===== src/rtl/button_encoder.sv =====
// button_encoder: synchronizes and debounces four 3-bit button sources and
// serializes new-press events into a round-robin Select/ButtonVector stream.
module button_encoder #(
  parameter int DEBOUNCE_CYCLES = 4
) (
  input  logic       Clock,
  input  logic       Reset,
  input  logic [2:0] ButtonsIn1,
  input  logic [2:0] ButtonsIn2,
  input  logic [2:0] ButtonsIn3,
  input  logic [2:0] ButtonsIn4,
  input  logic       Ready,
  output logic       Valid,
  output logic [2:0] Select,
  output logic [2:0] ButtonVector
);

  localparam int CNT_W = (DEBOUNCE_CYCLES > 1) ? $clog2(DEBOUNCE_CYCLES) : 1;
  localparam logic [CNT_W-1:0] CNT_MAX = CNT_W'(DEBOUNCE_CYCLES - 1);

  typedef enum logic {
    ST_IDLE,
    ST_PRESENT
  } state_t;

  logic [3:0][2:0]       raw_in;
  logic [3:0][2:0]       sync1_q;
  logic [3:0][2:0]       sync2_q;
  logic [3:0][2:0]       deb_q;
  logic [3:0][2:0]       deb_d;
  logic [3:0][CNT_W-1:0] cnt_q;
  logic [3:0][CNT_W-1:0] cnt_d;
  logic [3:0]            press;
  logic [3:0]            pending_q;
  logic [3:0]            pending_d;
  logic [3:0][2:0]       pend_vec_q;
  logic [3:0][2:0]       pend_vec_d;
  logic [1:0]            last_q;
  logic [1:0]            last_d;
  state_t                state_q;
  state_t                state_d;
  logic                  valid_q;
  logic                  valid_d;
  logic [2:0]            select_q;
  logic [2:0]            select_d;
  logic [2:0]            vector_q;
  logic [2:0]            vector_d;
  logic                  grant_found;
  logic [1:0]            grant_idx;
  logic [1:0]            cand;

  assign raw_in[0] = ButtonsIn1;
  assign raw_in[1] = ButtonsIn2;
  assign raw_in[2] = ButtonsIn3;
  assign raw_in[3] = ButtonsIn4;

  // A new value arriving in sync2 (sync1 differs) restarts the count, but a
  // value already stable for the full window is accepted first.
  always_comb begin
    deb_d = deb_q;
    cnt_d = '0;
    press = '0;
    for (int i = 0; i < 4; i++) begin
      if (sync2_q[i] != deb_q[i]) begin
        if (cnt_q[i] == CNT_MAX) begin
          deb_d[i] = sync2_q[i];
          press[i] = |(sync2_q[i] & ~deb_q[i]);
        end else if (sync1_q[i] != sync2_q[i]) begin
          cnt_d[i] = '0;
        end else begin
          cnt_d[i] = cnt_q[i] + 1'b1;
        end
      end
    end
  end

  always_comb begin
    grant_found = 1'b0;
    grant_idx   = '0;
    cand        = '0;
    for (int k = 1; k <= 4; k++) begin
      cand = last_q + 2'(k);
      if (!grant_found && pending_q[cand]) begin
        grant_found = 1'b1;
        grant_idx   = cand;
      end
    end
  end

  always_comb begin
    pending_d  = pending_q;
    pend_vec_d = pend_vec_q;
    last_d     = last_q;
    state_d    = state_q;
    valid_d    = valid_q;
    select_d   = select_q;
    vector_d   = vector_q;
    case (state_q)
      ST_IDLE: begin
        if (grant_found) begin
          state_d               = ST_PRESENT;
          valid_d               = 1'b1;
          select_d              = 3'(grant_idx) + 3'd1;
          vector_d              = pend_vec_q[grant_idx];
          pending_d[grant_idx]  = 1'b0;
          pend_vec_d[grant_idx] = '0;
          last_d                = grant_idx;
        end
      end
      ST_PRESENT: begin
        if (Ready) begin
          state_d  = ST_IDLE;
          valid_d  = 1'b0;
          select_d = '0;
          vector_d = '0;
        end
      end
      default: begin
        state_d  = ST_IDLE;
        valid_d  = 1'b0;
        select_d = '0;
        vector_d = '0;
      end
    endcase
    // Applied after the grant so a same-edge press on the granted source survives.
    for (int i = 0; i < 4; i++) begin
      if (press[i]) begin
        pending_d[i]  = 1'b1;
        pend_vec_d[i] = pend_vec_d[i] | deb_d[i];
      end
    end
  end

  always_ff @(posedge Clock or posedge Reset) begin
    if (Reset) begin
      sync1_q    <= '0;
      sync2_q    <= '0;
      deb_q      <= '0;
      cnt_q      <= '0;
      pending_q  <= '0;
      pend_vec_q <= '0;
      last_q     <= 2'd3;
      state_q    <= ST_IDLE;
      valid_q    <= 1'b0;
      select_q   <= '0;
      vector_q   <= '0;
    end else begin
      sync1_q    <= raw_in;
      sync2_q    <= sync1_q;
      deb_q      <= deb_d;
      cnt_q      <= cnt_d;
      pending_q  <= pending_d;
      pend_vec_q <= pend_vec_d;
      last_q     <= last_d;
      state_q    <= state_d;
      valid_q    <= valid_d;
      select_q   <= select_d;
      vector_q   <= vector_d;
    end
  end

  assign Valid        = valid_q;
  assign Select       = select_q;
  assign ButtonVector = vector_q;

endmodule


===== config.mk =====
export PLATFORM = sky130hd
export DESIGN_NAME = button_encoder
export DESIGN_NICKNAME = d
export VERILOG_FILES = /design/src/rtl/button_encoder.sv
export SDC_FILE = /design/constraint.sdc
export NUM_CORES = 1
export LEC_CHECK = 0
export BUFFER_PORTS_ARGS = -buffer_cell sky130_fd_sc_hd__buf_2
export CELL_PAD_IN_SITES_DETAIL_PLACEMENT = 1
export CELL_PAD_IN_SITES_GLOBAL_PLACEMENT = 2
export CORE_MARGIN = 4
export CORE_UTILIZATION = 41
export CTS_BUF_LIST = sky130_fd_sc_hd__clkbuf_4 sky130_fd_sc_hd__clkbuf_8 sky130_fd_sc_hd__clkbuf_16
export CTS_CLUSTER_SIZE = 16
export DETAILED_ROUTE_END_ITERATION = 8
export GPL_ROUTABILITY_DRIVEN = 0
export PLACE_DENSITY_LB_ADDON = 0.15
export SLEW_MARGIN = 20
export SYNTH_ARGS = -nofsm -noshare
export SYNTH_HDL_FRONTEND = slang
export SYNTH_SLANG_ARGS = --single-unit

===== constraint.sdc =====
create_clock -name Clock -period 2.1 [get_ports Clock]
set_input_delay 0.105 -clock Clock [delete_from_list [all_inputs] [get_ports Clock]]
set_output_delay 0.105 -clock Clock [all_outputs]
set_load 0.03 [all_outputs]

# Word-level counts from Yosys, hierarchy flattened
# Index checks and enable logic that the tools add are counted.
[totals]
regBits = 70
out_inout_bits = 7
[classes]
n_lt_le_gt_ge = 6
n_eq_ne = 18
n_reduce_logical = 21
addsub = 8
muxes = 73
bitwise = 17
[op_table]
columns = ["operator", "n"]
rows = [
  ["2-to-1 mux 3 bit", 17],
  ["2-to-1 mux 2 bit", 16],
  ["2-to-1 mux 1 bit", 25],
  ["2-to-1 mux 12 bit", 2],
  ["!= test 3 bit", 8],
  ["less-than comparator 2 x 3 -> 1 bit, second input constant", 5],
  ["AND 12 bit", 1],
  ["AND 3 bit", 4],
  ["!= test 2 bit, second input constant", 6],
  ["NOT 12 bit", 1],
  ["NOT 3 bit", 4],
  ["bitwise OR 3 bit", 4],
  ["case mux 3 bit (2 select lines)", 2],
  ["AND reduction 2 bit", 6],
  ["OR reduction 3 bit", 4],
  ["adder 2 x 1 -> 2 bit, second input constant", 5],
  ["binary-select mux 1 bit (select 2 bit)", 4],
  ["equality test 2 bit, second input constant", 4],
  ["2-to-1 mux 4 bit", 2],
  ["nonzero test 2 bit", 4],
  ["binary-select mux 3 bit (select 2 bit)", 1],
  ["demux 3 bit (select 2 bit)", 1],
  ["adder 2 bit, second input constant", 2],
  ["AND 4 bit", 1],
  ["other kinds (8)", 14],
]

# Depth between registers and ports, before layout
[depth]
ltp_word = 23
depth_mapped = 6

# Worst setup path before layout
# No wires, ideal clock.
[synth_path]
path_type = "register -> register"
startpoint = "reg last_q[0]"
endpoint = "reg pend_vec_q[3] in the netlist's numbering"
path_buffers = 0
path_stages_with_launch = 6
t_required_ns = 1.979
arrival_ns = 1.684
setup_slack_ns = 0.295
setup_time_ns = 0.121
path_cell_list = "dfstp_2 > and2b_1 > nor2_1 > a21oi_1 > or3_4 > a22o_1"
[synth_lines]
columns = ["item", "line_no", "text"]
rows = [
  ["from (decl)", "38", "logic [1:0] last_q;"],
  ["from (signal assigned)", "154", "last_q <= last_d;"],
  ["to (signal assigned)", "153", "pend_vec_q <= pend_vec_d;"],
  ["to (decl)", "36", "logic [3:0][2:0] pend_vec_q;"],
]

==> out/results.tsv <==
stage	metric	value	unit
worst_setup_path	cp_cell_sequence	and2b_1 > nor2_1 > a21oi_1 > or3_4 > a22o_1	
logic_synthesis	syn_avg_cell_area	12.3	µm²
timing	timing.final.max_slew_violations	0	
placed_design	dp.cells	356	
routing	drtPass1Iterations	3	
worst_setup_path	r2r_end	pend_vec_q[3]$_DFF_PP0_	
timing	maxSlewHeadroom	59.5	%
timing	fin_ws	0.171	ns
global_routing	antenna_found_initial	0	
worst_setup_path	reg2reg_slack	0.17	ns
cells_and_area	final_common_cell	dfrtp_1	
logic_synthesis	synth-seq-cells	70	
global_routing	grt_usage	14.6	%
clocking	worstSkewPairLatency	0.34	ns
floorplanning	core_area	6870	µm²
floorplanning	die_y	92.5	µm
floorplanning	start_util	42.6	%
routing	postRouteAntennaNets	0	
global_routing	globalRouteOverflowTotal	0	
worst_hold_path	hold_path_class	primary input to asynchronous set/reset pin	
worst_setup_path	worst-setup-path-type	flop to flop	
worst_setup_path	cpPeakStageDelay	0.54	ns
placed_design	dp_slack	0.182	ns
logic_synthesis	yosysSeqAreaShare	59.9	%
pwr	seq_power_share	47.3	%
worst_setup_path	cp.arrival	2.16	ns
cells_and_area	drive_gt1_share	16.2	%
pwr	p_sw	0.942	mW
clocking	clockBufferDepth	2	
logic_synthesis	syn-num-nets	269	
placed_design	port_buffers	21	
floorplanning	num_io_pins	22	
global_routing	grt_pass1_wl	9620	µm
timing	final.min_clock_period	1.93	ns
pwr	internal_power	2.42	mW
routing	drc_errors	0	
timing	final-setup-viol-count	0	
job	max-cap-violations	0	
logic_synthesis	netlist-cell-type-count	39	
clocking	clk_pin_slew_worst_paths	0.08	ns
global_routing	grt_pass1_vias	1965	
pwr	power_density	950	nW/µm²
worst_setup_path	endpoint_kind	flop	
worst_setup_path	critPathMaxFanout	4	
routing	via_per_inst	4.94	
clocking	tritoncts	built	
pwr	p_leak	1.71	nW
timing	whs	0.388	ns
clocking	clkSinkCount	70	
floorplanning	die_area	8550	µm²
worst_setup_path	path_depth	5	
logic_synthesis	synthArstFlopShare	100	%
logic_synthesis	synth-main-ff-cell	dfrtp_1	
worst_setup_path	worst-r2r-cell-count	5	
logic_synthesis	synth_edf_count	0	
placed_design	dp.final_hpwl	3860	µm
pwr	clkPwrFrac	36.7	%
timing	fin_worst_skew	0.00890	ns
floorplanning	dieWidth	92.5	µm
global_routing	grt_max_degree	30	
worst_setup_path	required	2.33	ns
logic_synthesis	syn-instance-count	238	
cells_and_area	layout_common_cells	68 x dfrtp_1, 21 x buf_2, 19 x inv_1, 19 x nand2_1, 16 x ha_1	
floorplanning	rows	30	
worst_setup_path	r2r_start	last_q[0]$_DFFE_PP1P_	
pwr	ir_drop	0.472	mV
pwr	pwr-share-comb	16.0	%
timing	finalSetupTns	0	ns
run_status	status	finished, final reports clean	
worst_setup_path	startpoint_type	flop	
timing	period_share	91.9	%
timing	grt_setup_unrepaired	no	
routing	vias	1905	
clocking	cts_post_setup_buffers_inserted	0	
clocking	ctsRootBufferMaster	clkbuf_8	
worst_setup_path	cp_top_family	simple AND/OR/NAND/NOR gates	
routing	drt_wl_total	5460	µm
clocking	htreeDepth	3	
timing	final_hold_viol_count	0	
worst_setup_path	critPathSlowestCell	dfstp_2	
cells_and_area	postLayoutCellArea	3540	µm²
cells_and_area	fin_nets	316	
cells_and_area	num_antenna_cells	0	
timing	fmax	518	MHz
routing	first_iter_violations	42	
cells_and_area	areaGrowthSynthToFinish	21.0	%
worst_setup_path	path_buf_inv	0	
routing	wl_per_cell	14.2	µm
cells_and_area	instances_no_fill	386	
placed_design	placed_cell_area	3170	µm²
logic_synthesis	ys_warn_count	0	
clocking	cts_buffers	9	
logic_synthesis	synth_area	2930	µm²
timing	worst_pin_slew	0.606	ns
pwr	netSwitchingFraction	28.0	%
-- kinds of logic after synthesis --
| logic type | after synthesis | synth area share [%] |
|---|---|---|
| buffers and inverters | 23 | 3.25 |
| muxes | 13 | 4.83 |
| and+or+nand+nor | 64 | 11.1 |
| adders and majority gates | 16 | 6.84 |
| DFF | 70 | 59.9 |
| AOI/OAI and AO/OA | 39 | 10.2 |
| xor gates and xnor gates | 13 | 3.89 |
-- repair_timing --
action | in CTS | in global routing
hold endpoints to repair | 40 | 0
resized for setup | 0 | 0
endpoints found under the setup margin | 0 | 0
hold buffers | 14 | 0
-- through the flow --
stage          util, %  power (mW)
2_1_floorplan        -        1.98
6_report          51.5        3.36
5_1_grt           51.5        3.56
4_1_cts           51.5        3.41
3_3_place_gp      46.2        2.14
3_5_place_dp      46.2        2.15
-- area by class of cell --
class / instances / area, µm²
inverters: 20 / 75.1
clock inverters: 5 / 81.3
clock buffers: 11 / 145
flip-flops and latches: 70 / 1750
multi-input cells: 145 / 1080
fillers: 732 / 3330
repair buffers: 39 / 288
well taps: 96 / 120
-- worst min-delay path: stages --
cell,delay [ns]
dlygate4sd3_1,0.53
buf_2,0.13
inv_2,0.44
-- registers in the layout, summed over array words and instances, names as in the netlist, 2 cells and up --
register,count
deb_q,12
cnt_q,8
sync2_q,12
pending_q,4
Select,3
pend_vec_q,12
ButtonVector,3
sync1_q,12
last_q,2
-- cell usage after synthesis, types with 2 or more instances --
library cell | n | area [µm²]
o21ai_1 | 5 | 25.0
xnor2_1 | 4 | 35.0
dfstp_2 | 2 | 52.6
nand2_1 | 19 | 71.3
dfrtp_1 | 68 | 1700
a21oi_1 | 2 | 10.0
a22o_1 | 10 | 87.6
nand2b_1 | 4 | 25.0
nor2_1 | 14 | 52.6
nor4_1 | 2 | 12.5
a31oi_1 | 3 | 18.8
a21o_1 | 5 | 37.5
a32o_1 | 3 | 30.0
o21ai_0 | 3 | 15.0
xor2_1 | 9 | 78.8
o211ai_1 | 3 | 22.5
inv_1 | 20 | 75.1
mux2i_1 | 4 | 40.0
nor3_1 | 5 | 25.0
nand3_1 | 6 | 30.0
nand3b_1 | 3 | 22.5
and3_1 | 2 | 12.5
mux2_1 | 9 | 101
ha_1 | 16 | 200
and4_1 | 3 | 26.3
-- per-layer routing --
| layer | vias up | wire length [µm] | global-route usage [%] |
|---|---|---|---|
| li1 | 924 | - | - |
| met1 | 949 | 2720 | 20.0 |
| met2 | 24 | 2470 | 21.5 |
| met3 | 8 | 188 | 4.79 |
| met4 | 0 | 85 | 5.94 |
| met5 | - | 0 | 0 |
-- how the worst max path moves through the flow --
stage	startpoint	to	slack, ns
global route	last_q[0]$_DFFE_PP1P_	pend_vec_q[11]$_DFF_PP0_	0.06
CTS	last_q[0]$_DFFE_PP1P_	pend_vec_q[4]$_DFF_PP0_	0.16
global placement	last_q[0]$_DFFE_PP1P_	pend_vec_q[4]$_DFF_PP0_	0.24
detailed placement	last_q[0]$_DFFE_PP1P_	pend_vec_q[5]$_DFF_PP0_	0.18
floorplan	Reset	ButtonVector[0]$_DFFE_PP0P_	0.23
finish	last_q[0]$_DFFE_PP1P_	pend_vec_q[3]$_DFF_PP0_	0.17
-- power groups by stage --
stage                     Combinational [mW]  Clock [mW]  Sequential [mW]
after global placement                 0.523           0             1.61
after detailed placement               0.528           0             1.62
after global routing                   0.614        1.34             1.61
after floorplan                        0.323           0             1.66
final                                  0.538        1.23             1.59
after CTS                              0.549        1.27             1.59
(Power assumes the default switching activity.)
